### config.mk
export PLATFORM = sky130hd
export DESIGN_NAME = banner_scroll_ctrl
export DESIGN_NICKNAME = d
export VERILOG_FILES = /design/src/rtl/banner_scroll_ctrl.sv
export SDC_FILE = /design/constraint.sdc
export NUM_CORES = 1
export LEC_CHECK = 0
export ABC_AREA = 0
export BUFFER_PORTS_ARGS = -buffer_cell sky130_fd_sc_hd__buf_4
export CORE_AREA = 2 2 75 91
export CTS_BUF_LIST = sky130_fd_sc_hd__clkbuf_4 sky130_fd_sc_hd__clkbuf_8
export DETAILED_ROUTE_END_ITERATION = 10
export DIE_AREA = 0 0 77 93
export GPL_ROUTABILITY_DRIVEN = 1
export PLACE_DENSITY = 0.7
export SYNTH_ARGS = -nofsm -noshare
export SYNTH_HDL_FRONTEND = slang
export SYNTH_SLANG_ARGS = --single-unit
### constraint.sdc
create_clock -name clk -period 3.7 [get_ports clk]
set_input_delay 1.11 -clock clk [delete_from_list [all_inputs] [get_ports clk]]
set_output_delay 1.11 -clock clk [all_outputs]
set_load 0.02 [all_outputs]
### src/rtl/banner_scroll_ctrl.sv
// Banner sequencer: decodes UART bytes into a BCD digit buffer and scroll commands, and paces the shift register.
// Define BANNER_SPEED_EN to add the '+'/'-' speed register (tick period = DIV >> speed).
`timescale 1ns/1ps
module banner_scroll_ctrl #(
   parameter int W   = 4,
   parameter int N   = 6,
   parameter int DIV = 50_000_000
) (
   input  logic                   clk,
   input  logic                   reset,
   input  logic [7:0]             rx_data,
   input  logic                   rx_valid,
   output logic [W*N-1:0]         sr_data,
   output logic                   sr_write,
   output logic                   sr_start,
   output logic                   sr_pause,
   output logic                   sr_set_left,
   output logic                   sr_set_right,
   output logic                   running,
   output logic                   dir_left,
   output logic [$clog2(N+1)-1:0] step_cnt
);
   localparam int SW = $clog2(N+1);
   localparam int PW = $clog2(DIV);
   localparam logic [SW-1:0] STEP_LAST = SW'(N);

   typedef enum logic [1:0] {ST_IDLE, ST_WRITE, ST_ARM, ST_STEP} state_t;

   state_t                 state_reg;
   logic                   sr_write_reg, sr_start_reg, sr_pause_reg;
   logic                   write_pend_reg;
   logic [SW-1:0]          step_cnt_reg;
   logic [N-1:0][W-1:0]    buf_reg, buf_next;
   logic                   running_reg, dir_left_reg;
   logic                   left_pend_reg, right_pend_reg;
   logic [PW-1:0]          presc_reg, term;
   logic                   tick, speed_chg;

   logic is_digit, is_start, is_stop, is_left, is_right, is_clear;
   logic sched_write, force_reload;

   assign is_digit     = rx_valid && (rx_data >= 8'h30) && (rx_data <= 8'h39);
   assign is_start     = rx_valid && (rx_data == 8'h53);
   assign is_stop      = rx_valid && (rx_data == 8'h50);
   assign is_left      = rx_valid && (rx_data == 8'h4C);
   assign is_right     = rx_valid && (rx_data == 8'h52);
   assign is_clear     = rx_valid && (rx_data == 8'h43);
   assign sched_write  = (is_digit && !running_reg) || is_clear;
   assign force_reload = is_left || is_right;

   // Digit 0 is the newest (least significant) digit of the reload image.
   genvar gi;
   for (gi = 0; gi < N; gi++) begin : g_digit
      if (gi == 0) begin : g_head
         assign buf_next[gi] = is_clear ? '0 :
                               is_digit ? rx_data[W-1:0] : buf_reg[gi];
      end else begin : g_tail
         assign buf_next[gi] = is_clear ? '0 :
                               is_digit ? buf_reg[gi-1] : buf_reg[gi];
      end
   end

`ifdef BANNER_SPEED_EN
   localparam logic [31:0] DIV_W = 32'(DIV);
   logic [1:0] speed_reg;
   logic       is_inc, is_dec;

   assign is_inc    = rx_valid && (rx_data == 8'h2B);
   assign is_dec    = rx_valid && (rx_data == 8'h2D);
   assign speed_chg = (is_inc && speed_reg != 2'd3) || (is_dec && speed_reg != 2'd0);
   assign term      = PW'((DIV_W >> speed_reg) - 32'd1);

   always_ff @(posedge clk or posedge reset) begin
      if (reset)
         speed_reg <= 2'd0;
      else if (is_inc && speed_reg != 2'd3)
         speed_reg <= speed_reg + 2'd1;
      else if (is_dec && speed_reg != 2'd0)
         speed_reg <= speed_reg - 2'd1;
   end
`else
   assign speed_chg = 1'b0;
   assign term      = PW'(DIV - 1);
`endif

   always_ff @(posedge clk or posedge reset) begin
      if (reset)
         presc_reg <= '0;
      else if (speed_chg || presc_reg >= term)
         presc_reg <= '0;
      else
         presc_reg <= presc_reg + 1'b1;
   end
   assign tick = (presc_reg == term);

   // Ticks are only honoured in IDLE; a pending write always beats a tick.
   always_ff @(posedge clk or posedge reset) begin
      if (reset) begin
         state_reg      <= ST_IDLE;
         sr_write_reg   <= 1'b0;
         sr_start_reg   <= 1'b0;
         sr_pause_reg   <= 1'b0;
         write_pend_reg <= 1'b0;
         step_cnt_reg   <= '0;
      end else begin
         sr_write_reg <= 1'b0;
         sr_start_reg <= 1'b0;
         sr_pause_reg <= 1'b0;
         case (state_reg)
            ST_IDLE: begin
               if (write_pend_reg) begin
                  state_reg      <= ST_WRITE;
                  sr_write_reg   <= 1'b1;
                  write_pend_reg <= 1'b0;
               end else if (tick && running_reg) begin
                  if (step_cnt_reg == STEP_LAST) begin
                     state_reg    <= ST_WRITE;
                     sr_write_reg <= 1'b1;
                  end else begin
                     state_reg    <= ST_ARM;
                     sr_start_reg <= 1'b1;
                  end
               end
            end
            ST_WRITE: begin
               step_cnt_reg <= '0;
               state_reg    <= ST_IDLE;
            end
            ST_ARM: begin
               sr_pause_reg <= 1'b1;
               state_reg    <= ST_STEP;
            end
            default: begin
               step_cnt_reg <= step_cnt_reg + 1'b1;
               state_reg    <= ST_IDLE;
            end
         endcase
         if (sched_write)
            write_pend_reg <= 1'b1;
         if (force_reload)
            step_cnt_reg <= STEP_LAST;
      end
   end

   // Direction pulses wait out any load pulse; the latest L/R byte wins.
   always_ff @(posedge clk or posedge reset) begin
      if (reset) begin
         buf_reg        <= '0;
         running_reg    <= 1'b0;
         dir_left_reg   <= 1'b0;
         left_pend_reg  <= 1'b0;
         right_pend_reg <= 1'b0;
      end else begin
         buf_reg <= buf_next;
         if (is_start)
            running_reg <= 1'b1;
         else if (is_stop)
            running_reg <= 1'b0;
         if (is_left) begin
            dir_left_reg   <= 1'b1;
            left_pend_reg  <= 1'b1;
            right_pend_reg <= 1'b0;
         end else if (is_right) begin
            dir_left_reg   <= 1'b0;
            left_pend_reg  <= 1'b0;
            right_pend_reg <= 1'b1;
         end else if (!sr_write_reg) begin
            left_pend_reg  <= 1'b0;
            right_pend_reg <= 1'b0;
         end
      end
   end

   assign sr_data      = buf_reg;
   assign sr_write     = sr_write_reg;
   assign sr_start     = sr_start_reg;
   assign sr_pause     = sr_pause_reg;
   assign sr_set_left  = left_pend_reg && !sr_write_reg;
   assign sr_set_right = right_pend_reg && !sr_write_reg;
   assign running      = running_reg;
   assign dir_left     = dir_left_reg;
   assign step_cnt     = step_cnt_reg;

endmodule

---- Word level (Yosys, flattened, before mapping) ----
Cells that the tools add are included.
storage, ports and cells
  word-level logic and storage cells ...... 94
  register bits after elaboration ......... 63
operators by class
  equality and inequality tests ........... 12
  magnitude comparators ................... 3
  reduce and logical (&&, ||, !) cells .... 21
  add/subtract/negate cells ............... 2
  muxes and demuxes ....................... 39
operators with widths
  cell                   number
  $mux 4                 12
  $eq 8x7->1 const B     5
  $add 26x1->26 const B  1
  $eq 26x26->1 const B   1
  $ge 26x26->1 const B   1
  $mux 26                1
  $mux 1                 20
  $logic_and 1x1->1      11
  $ge 8x6->1 const B     1
  $le 8x6->1 const B     1
  $reduce_bool 2->1      4
  $mux 2                 3
  $pmux 3 s2             1
  $pmux 2 s2             1
  $add 3x1->3 const B    1
  $eq 3x3->1 const B     1
  $mux 3                 1
  $ne 3x1->1 const B     1
  $ne 3x3->1 const B     1
  $eq 2x1->1 const B     1
  $eq 2x2->1 const B     1
  $logic_not 1->1        2
  $logic_not 2->1        1
  $logic_or 1x1->1       2
  2 further kinds        2

---- Depth between registers and ports, before layout ----
Gate-level depths: netlist of the first run.
  depth in word-level cells ............... 6
  depth in mapped cells ................... 7
  mapped depth without buffers ............ 6

---- Least setup slack after synthesis of the first run ----
No wires, ideal clock.
  kind .................................... input -> register
  start point ............................. in rx_data[7]
  end point ............................... reg buf_reg, in the netlist sr_data[10]
  setup slack ............................. 1.327 ns
  buffers on the path ..................... 2
  setup time .............................. 0.135 ns
  stages .................................. 6
  data arrival time ....................... 2.239 ns
  cells stage by stage .................... nand4bb_1 > nor3_2 > and4b_1 > clkbuf_1 > clkbuf_1 > o21ai_0
on the way
  word-level cells in the longest chain between the ends .. 4
  elaborated cells between the ends (all ways) .. 8
ends and longest elaborated chain
  item                             RTL line  text
  start, declared                  11        input logic [7:0] rx_data,
  $ge 8x6->1                       42        assign is_digit = rx_valid && (rx_data >= 8'h30) && (rx_data <= 8'h39);
  $logic_and 1x1->1 (2 in series)  42
  $reduce_bool 2->1 (no line)      --
  end signal, assigned             154       buf_reg <= buf_next;
  end, declared                    33        logic [N-1:0][W-1:0] buf_reg, buf_next;
Several ways; a longest one is shown, not always the timed one.
A chain may end at the register's enable or synchronous reset.

---- Final worst setup path of the first run ----
  start point ............................. in rx_data[7]
  end point ............................... reg buf_reg, in the netlist sr_data[14]
Same word-level chain as after synthesis.

==> reports/qor.csv, run 1 <==
stage,metric,value,unit
outcome,outcome,completed,
power_and_ir_drop,power.density,416,nW/um^2
final_layout,drive_above_1_share,20.9,%
setup_path,required,3890,ps
setup_path,critical_path_arrival,2610,ps
setup_path,rr_startpoint,presc_reg[0],
cts,clk_latency,340,ps
cts,numCtsBuffers,9,
sta,maxSlewViolCount,0,
cts,postCtsSetupRepairBufs,0,
detailed_routing,vias,2275,
placed_design,hpwlAfterDp,3750,um
sta,post-route-period-util,65.5,%
detailed_routing,antenna_left,0,
detailed_routing,wl,5870,um
cts,hold_buffers,0,
cts,cts_tree,done,
placed_design,portBuffers,44,
detailed_routing,drc,0,
cts,cts.sinks,63,
final_layout,fin_area,3490,um^2
synthesis,synth_fp_nets,314,
min_path,whs_path_depth,1,
final_layout,seq_area,1580,um^2
min_path,hold_class,register to register,
die,core_area,6330,um^2
sta,hold_viol,0,
global_routing,grt_max_degree,64,
sta,fin_crit,2420,ps
die,fp.dieW,77,um
min_path,hold_start,dir_left,
cts,cts_root_buffer,clkbuf_8,
flow_run,max-cap-violations,0,
placed_design,dpl-instance-area,3300,um^2
synthesis,synth_seq_area_share,54.3,%
final_layout,num_antenna_cells,0,
sta,rsz0062_at_grt,no,
sta,timing.fmax,0.413,GHz
synthesis,syn_inst,300,
min_path,min_to,dir_left,
die,initial_core_util,45.9,%
cts,cts.path.max_buffers,2,
power_and_ir_drop,ir_drop,273,uV
global_routing,grt_pass1_wl,9960,um
global_routing,grt_pass1_vias,2215,
synthesis,syn_avg_cell_area,9.68,um^2
synthesis,synth_enable_flop_cells,0,
synthesis,ys_ff_latch,63,
setup_path,cp-start-kind,primary input,
synthesis,syn_area,2900,um^2
die,die_area,7160,um^2
setup_path,critPathKind,primary input to register,
setup_path,regToRegSetupSlack,1370,ps
global_routing,grtUsageTotal,17.5,%
cts,path_clk_slew,70,ps
setup_path,r2r-end,presc_reg[6],
global_routing,antenna_found_initial,0,
cts,cts_max_level,3,
final_layout,final_common_cell,dfrtp_1,
detailed_routing,firstDrtPassIters,4,
die,pin_count,45,
final_layout,syn2layout_area_growth,20.3,%
setup_path,crit_start,rx_data[7],
synthesis,async_flop_share,100,%
sta,fin_ws,1280,ps
global_routing,gr-total-overflow,0,
sta,setup_viol,0,
sta,relSlewSlack,28.0,%
placed_design,pre_cts_slack,921,ps
sta,fin_tns_setup,0,ps
detailed_routing,viasPerCell,5.23,
detailed_routing,drt_iter0_markers,131,
placed_design,gp_congestion,0.754,
placed_design,placed_cells,419,
synthesis,synth_warnings,0,
synthesis,ys_types,42,
synthesis,synth_ff_type,dfrtp_1,
detailed_routing,wl_per_cell,13.5,um
sta,fin_worst_skew,6.67,ps
setup_path,r2r_cells,6,
final_layout,fin_nets,359,
final_layout,layout_common_cells,"dfrtp_1, nand2_1, buf_4",
final_layout,layoutNonFillerInstCount,435,
die,fp.dieH,93,um
power_and_ir_drop,p_leak,1.66,nW
sta,max_slew.worst_pin.slew,1080,ps
final_layout,fillCellCount,586,
final_layout,largest_reg_flops,26,
die,rows,32,
final_layout,fin_util,55.2,%
setup_path,worstPathMaxFanout,25,
final_layout,multiInputGateArea,1250,um^2
setup_path,cp-end-kind,register,
cts,cts_resized,0,
area by class of cell:
cell class	instances	share of cell area [%]
flip-flops and latches	63	45.1
multi-input cells	218	35.7
repair buffers	46	9.89
clock buffers	10	3.76
well taps	85	3.04
clock inverters	6	1.76
inverters	7	0.752
worst max-delay path by stage:
stage,endpoint,cells past startpoint
final,sr_data[14],5
after detailed placement,sr_data[22],5
after global routing,presc_reg[9],6
after global placement,sr_data[9],5
after floorplan,dir_left,1
after CTS,sr_data[22],5
synthesized netlist by cell type, types with 2 or more instances:
cell type	number	area share, %
and3_1	4	0.86
o21ai_0	24	4.1
xor2_1	19	5.7
buf_2	3	0.52
and4_1	2	0.60
a211oi_1	2	0.52
a21oi_1	6	1.0
nand3_1	16	2.8
clkbuf_1	7	0.90
ha_1	3	1.3
nand2_1	58	7.5
nor3_1	4	0.69
buf_6	2	0.78
nor3_2	3	1.0
nand4bb_1	2	0.78
o21ai_1	5	0.86
nand2b_1	3	0.65
inv_1	7	0.90
nor2_1	32	4.1
dfrtp_1	63	54
nand4_1	10	2.2
nor2b_1	2	0.43
xnor2_1	4	1.2
stage by stage:
stage                     total power, mW  hold slack [ps]
after floorplan                     0.817              470
after global placement              0.888              466
after detailed placement            0.890              470
after CTS                            1.47              485
after global routing                 1.51              512
final                                1.45              483
critical path, cell delays in order:
cell and delay [ps]:
buf_4 110, nand4bb_1 230, nor3_2 220, and4b_1 730, o21ai_0 210
report_power, final:
group / switching [mW] / internal [mW]
Sequential: 0.0250 / 0.715
Combinational: 0.0794 / 0.0550
Clock: 0.264 / 0.316
cell families (layout without fill, tap and decap cells):
family | count (synthesis) | after routing | synth area share, %
XOR/XNOR | 23 | 23 | 6.94
AND/OR/NAND/NOR | 146 | 146 | 25.1
buffers and inverters | 19 | 69 | 3.10
AO/OA/AOI/OAI | 45 | 45 | 8.92
adder cells (fa/ha/maj) | 3 | 3 | 1.29
multiplexers | 1 | 1 | 0.388
flip-flops | 63 | 63 | 54.3
layer usage:
layer / GRT usage [%] / vias up / share of wire, %
met2: 29.4 / 55 / 49
met5: 0 / - / 0
met1: 21.2 / 1093 / 44
met4: 9.52 / 0 / 2.2
met3: 3.57 / 10 / 4.7
li1: - / 1117 / -
Note: power is estimated with default switching activity, not from simulation.
==> inputs of run 2 (changes only) <==
Settings changed: ABC_AREA 0 to 1, CORE_AREA 2 2 75 91 to 2 2 80 97, DIE_AREA 0 0 77 93 to 0 0 82 99, PLACE_DENSITY 0.7 to 0.72.
Clock period 3.7 ns to 2.1 ns, I/O delays scaled along.
==> run 2 against run 1 <==
  * Hold slack worse by 120 ps
  * Core utilization is 0.33 points higher
  * Critical path type is now register to output pin
  * Setup slack worse by 850 ps
  * Register-to-register slack worse by 890 ps
  * Highest routed layer unchanged
==> reports/qor.csv, run 2 <==
stage,metric,value,unit
outcome,outcome,completed,
sta,fin_tns_setup,0,ps
cts,numCtsBuffers,9,
setup_path,critPathTopFamily,flip-flops,
placed_design,gp_congestion,0.903,
global_routing,grtUsageTotal,19.8,%
placed_design,portBuffers,44,
die,fp.dieW,82,um
die,fp.dieH,99,um
final_layout,largest_reg_flops,26,
placed_design,pre_cts_slack,263,ps
cts,cts_root_buffer,clkbuf_8,
cts,cts.sinks,63,
sta,fin_crit,1670,ps
sta,max_slew.worst_pin.slew,486,ps
power_and_ir_drop,ir_drop,414,uV
setup_path,rr_startpoint,presc_reg[0],
sta,setup_viol,0,
placed_design,hpwlAfterDp,5230,um
synthesis,synthTopCellsByArea,"dfrtp_1, nand2_1, nor2_1, inv_1, nand3_1",
synthesis,syn_avg_cell_area,7.63,um^2
setup_path,critical_path_arrival,1040,ps
cts,hold_buffers,0,
synthesis,ys_top_cells_by_count,"nand2_1, nor2_1, dfrtp_1",
global_routing,gr-total-overflow,0,
synthesis,synth_ff_type,dfrtp_1,
power_and_ir_drop,p_leak,2.06,nW
detailed_routing,drt_iter0_markers,121,
sta,timing.fmax,0.598,GHz
min_path,hold_class,primary input to async pin,
setup_path,crit_start,sr_write,
final_layout,fin_nets,500,
setup_path,crit_chain,"nor2_1, buf_4",
detailed_routing,viasPerCell,4.98,
setup_path,critPathCapture,sr_set_right,
sta,rsz0062_at_grt,no,
setup_path,critPathKind,register to output pin,
final_layout,fillCellCount,689,
die,die_area,8120,um^2
synthesis,async_flop_share,100,%
sta,post-route-period-util,79.7,%
detailed_routing,firstDrtPassIters,5,
detailed_routing,antenna_left,0,
sta,fin_ws,427,ps
setup_path,crit_slowest_cell,dfrtp_1,
final_layout,multiInputGateArea,1480,um^2
global_routing,antenna_found_initial,0,
cts,cts_resized,0,
synthesis,yosys.area.top_type_share,47.3,%
cts,cts_tree,done,
final_layout,num_antenna_cells,0,
synthesis,syn_area,3340,um^2
detailed_routing,wl_per_cell,12.5,um
cts,postCtsSetupRepairBufs,0,
final_layout,fin_util,55.5,%
detailed_routing,vias,2892,
synthesis,synth.most_common_cell,nand2_1,
final_layout,fin_area,3970,um^2
setup_path,max_stage_delay,430,ps
cts,cts.path.max_buffers,2,
power_and_ir_drop,power.density,743,nW/um^2
die,pin_count,45,
setup_path,regToRegSetupSlack,480,ps
die,rows,34,
synthesis,synth_warnings,0,
final_layout,drive_above_1_share,17.1,%
placed_design,dpl-instance-area,3740,um^2
die,core_area,7150,um^2
setup_path,required,1470,ps
global_routing,grt_pass1_wl,12500,um
global_routing,grt_max_degree,64,
detailed_routing,drc,0,
synthesis,synth_fp_nets,451,
final_layout,layout_common_cells,"nand2_1, nor2_1, dfrtp_1",
setup_path,worstPathMaxFanout,5,
cts,path_clk_slew,90,ps
synthesis,yosys.area.top_type,dfrtp_1,
cts,clk_latency,350,ps
sta,fin_worst_skew,15.7,ps
global_routing,grt_pass1_vias,2826,
power_and_ir_drop,total_power,2.95,mW
setup_path,cp-end-kind,output pin,
final_layout,seq_area,1580,um^2
cts,cts_max_level,3,
sta,relSlewSlack,67.3,%
synthesis,ys_ff_latch,63,
setup_path,r2r_cells,8,
flow_run,max-cap-violations,0,
sta,hold_viol,0,
setup_path,path_buf_inv,1,
synthesis,synth_seq_area_share,47.3,%
synthesis,ys_types,28,
synthesis,synth_enable_flop_cells,0,
die,initial_core_util,46.7,%
final_layout,syn2layout_area_growth,19.0,%
setup_path,cp-start-kind,register,
synthesis,syn_inst,437,
setup_path,r2r-end,presc_reg[17],
sta,maxSlewViolCount,0,
detailed_routing,wl,7270,um
final_layout,final_common_cell,nand2_1,
setup_path,cp.depth,2,
## run 2: cells by family (layout without fill, tap and decap cells)
| family | count (synthesis) | in the layout | share of synthesized area [%] |
|---|---|---|---|
| flip-flops | 63 | 63 | 47.3 |
| buffers and inverters | 63 | 117 | 8.29 |
| XOR/XNOR | 16 | 16 | 4.20 |
| AO/OA/AOI/OAI | 15 | 15 | 2.66 |
| adder cells (fa/ha/maj) | 3 | 3 | 1.13 |
| AND/OR/NAND/NOR | 277 | 277 | 36.5 |
## run 2: through the flow
step	hold WS [ps]	cells
5_1_grt	372	581
4_1_cts	375	581
3_3_place_gp	469	565
2_1_floorplan	449	437
6_report	358	581
3_5_place_dp	471	565
## run 2: cell type report
| class | count | area share, % |
|---|---|---|
| sequential | 63 | 39.7 |
| multi-input combinational | 311 | 37.3 |
| timing repair buffer | 46 | 9.01 |
| inverter | 55 | 5.29 |
| clock buffer | 10 | 3.47 |
| tap | 90 | 2.84 |
| clock inverter | 6 | 2.33 |
## run 2: worst register-to-register path, cell delays in order, from the launching register on
cell and delay (ps):
dfrtp_1 410, ha_1 260, nand2_1 80, nor2_1 50, nand2_1 70, nand2_1 90, nand3_2 110, nand3_4 250
a21oi_1 220
## run 2: where the power goes
| part | internal [mW] | total [mW] | switching, mW | leakage [nW] |
|---|---|---|---|---|
| sequential | 1.29 | 1.36 | 0.0737 | 0.857 |
| combinational | 0.148 | 0.364 | 0.216 | 1.09 |
| clock | 0.707 | 1.23 | 0.519 | 0.109 |
| total | 2.14 | 2.95 | 0.809 | 2.06 |
## run 2: how the worst min path moves through the flow
stage,cells past startpoint,slack [ps],start,to
after global routing,3,370,reset,sr_data[7]
after floorplan,1,450,presc_reg[0],presc_reg[0]
after detailed placement,2,470,dir_left,dir_left
after CTS,3,370,reset,presc_reg[8]
after global placement,1,470,presc_reg[0],presc_reg[0]
final,3,360,reset,sr_data[11]
## run 2: routing by layer
layer / vias to the layer above / part of all wire (%) / global-route usage (%) / routed length, um
met4: 0 / 1.6 / 9.49 / 116
met1: 1366 / 44 / 25.3 / 3200
li1: 1442 / - / - / -
met3: 11 / 4.6 / 2.93 / 337
met2: 73 / 50 / 32.4 / 3620
met5: - / 0 / 0 / 0
==> inputs of run 3 (changes only) <==
Settings changed: PLACE_DENSITY 0.72 to 0.7.
Clock period 2.1 ns to 1.6 ns, I/O delays scaled along.
==> run 3 against run 2 <==
  * Combinational power rose by 32%
  * Sequential power rose by 31%
  * Largest power group unchanged
  * Wire length rose by 0.44%
  * Critical path depth did not move
  * Clock skew fell by 3.8 ps
  * Register-to-register slack got worse by 360 ps
  * Sequential cell count did not move
  * First-iteration DRC count fell by 27%
  * Hold slack got worse by 150 ps
==> reports/qor.csv, run 3 (synthesis results as in run 2) <==
stage,metric,value,unit
outcome,outcome,completed,
final_layout,fin_util,56.7,%
sta,fin_tns_setup,0,ps
detailed_routing,wl,7300,um
cts,cts_root_buffer,clkbuf_8,
power_and_ir_drop,clockPowerShare,38.8,%
global_routing,grt_pass1_vias,2820,
power_and_ir_drop,p_seq_share,48.2,%
min_path,hold_class,primary input to async pin,
sta,maxSlewViolCount,0,
final_layout,syn2layout_area_growth,21.6,%
final_layout,multiInputGateArea,1510,um^2
cts,path_clk_slew,80,ps
final_layout,seq_area,1580,um^2
detailed_routing,drt_iter0_markers,88,
sta,post-route-period-util,95.2,%
final_layout,fillCellCount,644,
cts,cts.sinks,63,
setup_path,worstPathMaxFanout,5,
placed_design,portBuffers,44,
die,fp.dieW,82,um
final_layout,layoutNonFillerInstCount,588,
global_routing,gr-total-overflow,0,
placed_design,placed_cells,572,
detailed_routing,firstDrtPassIters,4,
setup_path,critPathKind,register to output pin,
sta,hold_viol,0,
final_layout,fin_area,4060,um^2
power_and_ir_drop,ir_drop,508,uV
power_and_ir_drop,total_power,3.70,mW
final_layout,final_common_cell,nand2_1,
sta,fin_worst_skew,11.9,ps
placed_design,dpl-instance-area,3830,um^2
final_layout,fin_nets,507,
setup_path,cp-start-kind,register,
setup_path,regToRegSetupSlack,120,ps
detailed_routing,vias,2934,
setup_path,critical_path_arrival,1040,ps
sta,setup_viol,0,
power_and_ir_drop,internal-power,2.66,mW
power_and_ir_drop,sw_frac_of_total,28.1,%
detailed_routing,wl_per_cell,12.4,um
placed_design,hpwlAfterDp,5370,um
final_layout,num_antenna_cells,0,
sta,max_slew.worst_pin.slew,378,ps
power_and_ir_drop,power.density,913,nW/um^2
die,fp.dieH,99,um
flow_run,max-cap-violations,0,
setup_path,cp-end-kind,output pin,
detailed_routing,antenna_left,0,
die,die_area,8120,um^2
die,core_area,7150,um^2
global_routing,antenna_found_initial,0,
power_and_ir_drop,p_leak,2.09,nW
sta,rsz0062_at_grt,no,
cts,clk_latency,350,ps
final_layout,largest_reg_flops,26,
sta,fin_crit,1520,ps
final_layout,drive_above_1_share,19.3,%
placed_design,gp_congestion,0.871,
die,pin_count,45,
setup_path,crit_start,sr_write,
global_routing,grt_max_degree,64,
detailed_routing,drc,0,
cts,cts.path.max_buffers,2,
sta,timing.fmax,0.656,GHz
power_and_ir_drop,p_comb_share,13.0,%
sta,relSlewSlack,74.6,%
die,initial_core_util,46.7,%
final_layout,layout_common_cells,"nand2_1, nor2_1, dfrtp_1",
setup_path,rr_startpoint,presc_reg[1],
global_routing,grtUsageTotal,19.7,%
setup_path,required,1120,ps
cts,cts_tree,done,
power_and_ir_drop,power.net_switching,1.04,mW
die,rows,34,
cts,cts_max_level,3,
detailed_routing,viasPerCell,4.99,
cts,postCtsSetupRepairBufs,0,
cts,numCtsBuffers,9,
global_routing,grt_pass1_wl,12300,um
run 3: cell types whose count changed in the layout (fill, tap and decap cells not counted), sizes merged:
cell and delta:
buf +7, clkinvlp +1, bufinv -1, clkbuf +1, inv -1
run 3: cell type report:
type,count,share of cell area (%)
multi-input combinational,311,37.1
clock inverter,5,1.42
tap,90,2.78
sequential,63,38.9
timing repair buffer,53,11.0
clock buffer,11,3.58
inverter,55,5.18
run 3: worst max-delay path, stage by stage, from the launching register on:
cell and delay, ps:
dfrtp_1 430, nor2_1 120, buf_4 140
run 3: timing repair:
| item | in CTS | in global routing |
|---|---|---|
| resized for setup | 0 | 6 |
| setup endpoints to repair | 0 | 25 |
| hold buffers | 0 | 0 |
run 3: layer usage:
layer	vias up	global-route usage [%]	wire (um)
met5	-	0	0
met4	0	10.4	204
met3	21	5.22	374
met2	67	31.6	3600
met1	1382	23.8	3130
li1	1464	-	-
run 3: worst paths after layout:
check / end / cells past startpoint
min: presc_reg[2] / 3
min in group clk: sr_data[2] / 3
min reg2reg: dir_left / 2
max in group asynchronous: sr_pause / 3
max reg2reg: presc_reg[12] / 9
max: sr_set_right / 2
run 3: through the flow:
| step | setup slack [ps] | hold WS [ps] |
|---|---|---|
| 2_1_floorplan | 266 | 449 |
| 3_3_place_gp | 50.9 | 466 |
| 3_5_place_dp | 22.9 | 480 |
| 4_1_cts | 50.0 | 224 |
| 5_1_grt | 7.72 | 240 |
| 6_report | 76.5 | 208 |
run 3: power groups by stage:
stage / sequential (mW) / combinational [mW] / clock (mW)
floorplan: 1.90 / 0.178 / 0
global placement: 1.81 / 0.477 / 0
detailed placement: 1.81 / 0.484 / 0
CTS: 1.78 / 0.487 / 1.46
global route: 1.80 / 0.533 / 1.53
finish: 1.78 / 0.480 / 1.44
